===== src/rtl/mib_pkg.sv =====
// Shared MIB bus definitions: phase field layout, slave FSM states and the cmd payload.
package mib_pkg;

  localparam int unsigned MIB_AD_BITS      = 16;
  localparam int unsigned MIB_ADDR_BITS    = 24;
  localparam int unsigned MIB_DATA_BITS    = 32;
  localparam int unsigned MIB_MSN_LSB      = 20;
  localparam int unsigned MIB_MSN_BITS     = 4;
  // A1 carries addr[23:16] in its low byte; A1[15:8] is don't-care.
  localparam int unsigned MIB_A1_ADDR_BITS = 8;
  localparam int unsigned MIB_A1_ADDR_LSB  = 16;

  typedef enum logic [3:0] {
    IDLE,
    ADDR2,
    WDAT1,
    WDAT2,
    CMD_REQ,
    CMD_WAIT,
    WACK,
    RDAT1,
    RDAT2
  } mib_slv_state_t;

  typedef struct packed {
    logic                     rd_wr_n;
    logic [MIB_ADDR_BITS-1:0] addr;
    logic [MIB_DATA_BITS-1:0] wdata;
  } mib_cmd_t;

  function automatic logic [MIB_MSN_BITS-1:0] mib_addr_msn(input logic [MIB_ADDR_BITS-1:0] addr);
    return addr[MIB_MSN_LSB +: MIB_MSN_BITS];
  endfunction

endpackage


===== src/rtl/mib_slave_bridge.sv =====
// MIB responder: decodes multiplexed address/data phases, replays them as one
// cmd-bus access and returns the write ack or the two read-data phases.
module mib_slave_bridge
  import mib_pkg::*;
#(
  parameter logic [3:0]  P_MIB_MSN              = 4'h0,
  parameter int unsigned P_CMD_ACK_TIMEOUT_CLKS = 16,
  parameter int unsigned ADDR_BITS              = 24,
  parameter int unsigned DATA_BITS              = 32
) (
  input  logic                   i_sysclk,
  input  logic                   i_srst,
  input  logic                   i_mib_start,
  input  logic                   i_mib_rd_wr_n,
  input  logic [15:0]            i_mib_ad,
  output logic [15:0]            o_mib_ad,
  output logic                   o_mib_ad_high_z,
  output logic                   o_mib_slave_ack,
  output logic                   o_cmd_sel,
  output logic                   o_cmd_rd_wr_n,
  output logic [ADDR_BITS-1:0]   o_cmd_byte_addr,
  output logic [DATA_BITS-1:0]   o_cmd_wdata,
  input  logic                   i_cmd_ack,
  input  logic [DATA_BITS-1:0]   i_cmd_rdata,
  output logic                   o_cmd_timeout
);

  localparam int unsigned CNT_W = (P_CMD_ACK_TIMEOUT_CLKS > 1) ? $clog2(P_CMD_ACK_TIMEOUT_CLKS) : 1;
  localparam logic [CNT_W-1:0] CNT_LAST = CNT_W'(P_CMD_ACK_TIMEOUT_CLKS - 1);

  mib_slv_state_t           state_q, state_d;
  mib_cmd_t                 cmd_q, cmd_d;
  logic [MIB_DATA_BITS-1:0] rdata_q, rdata_d;
  logic [CNT_W-1:0]         cnt_q, cnt_d;
  logic [MIB_AD_BITS-1:0]   mib_ad_q, mib_ad_d;
  logic                     high_z_q, high_z_d;
  logic                     slave_ack_q, slave_ack_d;
  logic                     cmd_sel_q, cmd_sel_d;
  logic                     cmd_timeout_q, cmd_timeout_d;

  always_ff @(posedge i_sysclk) begin
    if (i_srst) begin
      state_q       <= IDLE;
      cmd_q         <= '0;
      rdata_q       <= '0;
      cnt_q         <= '0;
      mib_ad_q      <= '0;
      high_z_q      <= 1'b1;
      slave_ack_q   <= 1'b0;
      cmd_sel_q     <= 1'b0;
      cmd_timeout_q <= 1'b0;
    end else begin
      state_q       <= state_d;
      cmd_q         <= cmd_d;
      rdata_q       <= rdata_d;
      cnt_q         <= cnt_d;
      mib_ad_q      <= mib_ad_d;
      high_z_q      <= high_z_d;
      slave_ack_q   <= slave_ack_d;
      cmd_sel_q     <= cmd_sel_d;
      cmd_timeout_q <= cmd_timeout_d;
    end
  end

  // Next state; outputs are derived from the next state so they register cleanly.
  always_comb begin
    state_d       = state_q;
    cmd_d         = cmd_q;
    rdata_d       = rdata_q;
    cnt_d         = '0;
    cmd_timeout_d = 1'b0;

    unique case (state_q)
      IDLE: begin
        if (i_mib_start) begin
          state_d         = ADDR2;
          cmd_d.rd_wr_n   = i_mib_rd_wr_n;
          cmd_d.addr[MIB_ADDR_BITS-1:MIB_A1_ADDR_LSB] = i_mib_ad[MIB_A1_ADDR_BITS-1:0];
        end
      end
      ADDR2: begin
        cmd_d.addr[MIB_A1_ADDR_LSB-1:0] = i_mib_ad;
        if (mib_addr_msn(cmd_q.addr) != P_MIB_MSN) state_d = IDLE;
        else if (cmd_q.rd_wr_n)                    state_d = CMD_REQ;
        else                                       state_d = WDAT1;
      end
      WDAT1: begin
        cmd_d.wdata[MIB_DATA_BITS-1:MIB_AD_BITS] = i_mib_ad;
        state_d = WDAT2;
      end
      WDAT2: begin
        cmd_d.wdata[MIB_AD_BITS-1:0] = i_mib_ad;
        state_d = CMD_REQ;
      end
      CMD_REQ: begin
        // Counter tracks clocks since sel, so the last count clock is sel + N-1.
        cnt_d   = cnt_q + CNT_W'(1);
        state_d = CMD_WAIT;
      end
      CMD_WAIT: begin
        if (i_cmd_ack) begin
          rdata_d = i_cmd_rdata;
          state_d = cmd_q.rd_wr_n ? RDAT1 : WACK;
        end else if (cnt_q == CNT_LAST) begin
          cmd_timeout_d = 1'b1;
          state_d       = IDLE;
        end else begin
          cnt_d = cnt_q + CNT_W'(1);
        end
      end
      WACK:    state_d = IDLE;
      RDAT1:   state_d = RDAT2;
      RDAT2:   state_d = IDLE;
      default: state_d = IDLE;
    endcase

    cmd_sel_d   = (state_d == CMD_REQ);
    slave_ack_d = (state_d inside {WACK, RDAT1, RDAT2});
    high_z_d    = !(state_d inside {RDAT1, RDAT2});
    if (state_d == RDAT1)      mib_ad_d = rdata_d[MIB_DATA_BITS-1:MIB_AD_BITS];
    else if (state_d == RDAT2) mib_ad_d = rdata_d[MIB_AD_BITS-1:0];
    else                       mib_ad_d = '0;
  end

  assign o_mib_ad        = mib_ad_q;
  assign o_mib_ad_high_z = high_z_q;
  assign o_mib_slave_ack = slave_ack_q;
  assign o_cmd_sel       = cmd_sel_q;
  assign o_cmd_rd_wr_n   = cmd_q.rd_wr_n;
  assign o_cmd_byte_addr = cmd_q.addr;
  assign o_cmd_wdata     = cmd_q.wdata;
  assign o_cmd_timeout   = cmd_timeout_q;

endmodule


===== config.mk =====
export PLATFORM = sky130hd
export DESIGN_NAME = mib_slave_bridge
export DESIGN_NICKNAME = d
export VERILOG_FILES = /design/src/rtl/mib_pkg.sv /design/src/rtl/mib_slave_bridge.sv
export SDC_FILE = /design/constraint.sdc
export NUM_CORES = 1
export LEC_CHECK = 0
export CORE_MARGIN = 4
export CORE_UTILIZATION = 45
export CTS_BUF_LIST = sky130_fd_sc_hd__clkbuf_16
export DETAILED_ROUTE_END_ITERATION = 10
export PLACE_DENSITY = 0.82
export REMOVE_ABC_BUFFERS = 1
export SYNTH_ARGS = -nofsm -noshare
export SYNTH_HDL_FRONTEND = slang
export SYNTH_SLANG_ARGS = --single-unit

===== constraint.sdc =====
create_clock -name i_sysclk -period 2.05 [get_ports i_sysclk]
set_clock_uncertainty 0.2 [all_clocks]
set_input_delay 0.3075 -clock i_sysclk [delete_from_list [all_inputs] [get_ports i_sysclk]]
set_output_delay 0.3075 -clock i_sysclk [all_outputs]
set_load 0.05 [all_outputs]

==> key figures <==
Logic synthesis
  • Post-synth EDFFs: 0
  • FF+latch count, synth: 101
  • Top cell type by total area after synthesis: dfxtp_1
  • Main flop type after synthesis: dfxtp_1
  • Post-Syn Instances: 460
  • Yosys warnings: 0
  • Syn Std Cell Area: 3830 sq um
  • Sequential-to-total area share from yosys stat: 52.8%
  • Post-synth cell types: 39
  • Top cells by area, synth: dfxtp_1 53%, a21oi_1 12%, nand2_1 11%, nand3_1 3.8%, o21ai_0 3.4%
  • Post-synth top area share: 52.8%
  • Syn Area/Cell: 8.32 sq um
  • Most common cell in the netlist: nand2_1
  • Top cells by count, synth: 113 x nand2_1, 101 x dfxtp_1, 91 x a21oi_1
  • Share of flip-flops with an asynchronous set or reset: 0%

Pwr
  • Lkg Pwr: 0.00190 uW
  • Worst VDD drop: 0.000508 V
  • Total power: 4710 uW
  • Cell Pwr Density: 854 nW/um^2

Drt
  • # DRC: 0
  • Total Wirelength: 10800 microns
  • Vias/cell: 5.39
  • DRT iter0 DRCs: 152
  • Via count: 3682
  • Routed Antenna Nets: 0
  • Wire length per cell after detailed routing: 15.8 microns
  • Initial DRT Pass Iterations: 5

Critical path
  • CP Data Arrival Time: 1.51 ns
  • CP delay by family, top: buffers and inverters
  • Required @ worst endpoint: 1.54 ns
  • CP peak stage delay: 0.81 ns
  • Crit start category: flop
  • Critical path cell sequence: clkdlybuf4s50_1
  • Kind of critical path: flop to output pin
  • Crit-path max FO: 2
  • CP endpoint kind: output pin
  • Slowest-stage cell, CP: clkdlybuf4s50_1
  • Bufs and invs on worst path: 1

Global routing
  • Pin count of the biggest net entering global routing: 37
  • Vias in the first global route: 3553
  • GR Util All Layers: 21.4%
  • First-pass GRT wire length: 17200 microns
  • Initial antenna violation count: 0
  • GRT overflow: 0

Final layout
  • Antenna diodes: 0
  • Share of post-route cells with drive strength above 1: 8.48%
  • Fillers: 669
  • P&R area growth vs syn: 44.0%
  • Final Instance Count excl. Fillers: 683
  • Nets@finish: 628

Place
  • # placed instances: 668
  • I/O Buffers: 129
  • DP Wirelength: 7500 microns
  • Placer Congestion: 0.786

Outcome
  • Outcome: finished clean

Clocking
  • Clk slew on worst S/H paths: 0.07 ns
  • CTS tree: built
  • Maximum buffer depth of the clock tree: 2
  • Root buf cell: clkbuf_16
  • CTS Buf Count: 9
  • Clock Sinks: 101
  • Worst skew pair latency: 0.34 ns
  • H-tree levels: 3

Worst hold path
  • Hold WC Path Type: input port to flop

Timing
  • Worst-margin pin slew: 0.547 ns
  • Fmax: 496 MHz
  • Post-layout min period: 2.01 ns
  • Hold WS: 0.0466 ns
  • Final period util: 98.3%
  • RSZ-0062 raised after global routing: false
  • Slew margin rel.: 63.4%
  • Final hold violation count: 0
  • Max Slew Vio Count: 0
  • Setup violators final: 0

Floorplanning
  • I/O pins: 130
  • Die Wd: 100 microns
  • Die ar.: 10000 sq um
  • # rows: 33
  • Core ar.: 8260 sq um
  • Initial core utilization: 46.3%
  • Die Y: 100 microns

Run
  • Max-cap violations: 0
## flip-flops by register name (all words and copies together), names as in the netlist, 4 cells and up
name / cells
o_cmd_wdata: 32
o_mib_ad: 16
rdata_q: 16
cnt_q: 4
o_cmd_byte_addr: 24
state_q: 4
## worst paths after layout
kind / from / to / slack (ns) / cells past startpoint
max: o_cmd_wdata[28]$_SDFFE_PP0P_ / o_cmd_wdata[28] / 0.04 / 1
min: i_srst / state_q[0]$_SDFF_PP0_ / 0.05 / 2
max reg2reg: state_q[1]$_SDFF_PP0_ / o_cmd_wdata[31]$_SDFFE_PP0P_ / 0.21 / 4
min reg2reg: cnt_q[0]$_SDFF_PP0_ / cnt_q[0]$_SDFF_PP0_ / 0.25 / 1
## where the power goes
part / switching (uW) / internal, uW / total (uW) / leakage, uW
combinational: 518 / 316 / 834 / 0.000926
sequential: 61.4 / 2040 / 2100 / 0.000818
clock: 710 / 1060 / 1770 / 0.000153
total: 1290 / 3420 / 4710 / 0.00190
## final cells by class
type                            count  area [sq um]  share of cell area (%)
Multi-Input combinational cell    312          1580                    28.6
Clock inverter                      6          88.8                    1.61
Timing Repair Buffer              149          1460                    26.6
Sequential cell                   101          2020                    36.7
Inverter                            1          3.75                  0.0681
Clock buffer                        9           225                    4.09
Tap cell                          105           131                    2.38
## placed cells by master, fill, tap and decap left out, types with 2 or more instances in the layout
master           instances
a21oi_1                 91
a31oi_1                  3
buf_12                   3
buf_4                   23
bufinv_16                2
clkbuf_16                9
clkdlybuf4s50_1        120
dfxtp_1                100
dlymetal6s2s_1           2
inv_1                    2
nand2_1                113
nand2b_1                 2
nand3_1                 29
nand4_1                 17
nor2_1                   4
nor2b_1                  3
nor4b_4                  2
o21ai_0                 26
or4b_1                   2
## metal layers
metal	GRT usage (%)	share of wire (%)
met1	28.0	43
met2	34.4	47
met3	5.00	8.4
met4	8.39	1.5
met5	0	0
## cells by family after synthesis
kind of cell               Yosys count  synth area share, %
xor gates and xnor gates             2                0.458
AOI/OAI and AO/OA                  122                 16.1
buffers and inverters               47                 6.02
adders and majority gates            1                0.327
and+or+nand+nor                    187                 24.2
DFF                                101                 52.8
## metrics by stage
stage          setup WS [ns]  setup TNS, ns  area, sq um  util (%)
2_1_floorplan        -0.0988        -0.0988         3600         -
3_3_place_gp           0.196              0         5190      62.9
3_5_place_dp           0.150              0         5190      62.9
4_1_cts               0.0289              0         5510      66.7
5_1_grt              0.00380              0         5510      66.7
6_report              0.0356              0         5510      66.7
## repair_timing
| item | 4_1_cts | 5_1_grt |
|---|---|---|
| resized for setup | 0 | 3 |
| endpoints found under the setup margin | 0 | 19 |
| hold buffers | 0 | 0 |
| setup buffers | 0 | 0 |
(Power assumes the default switching activity.)
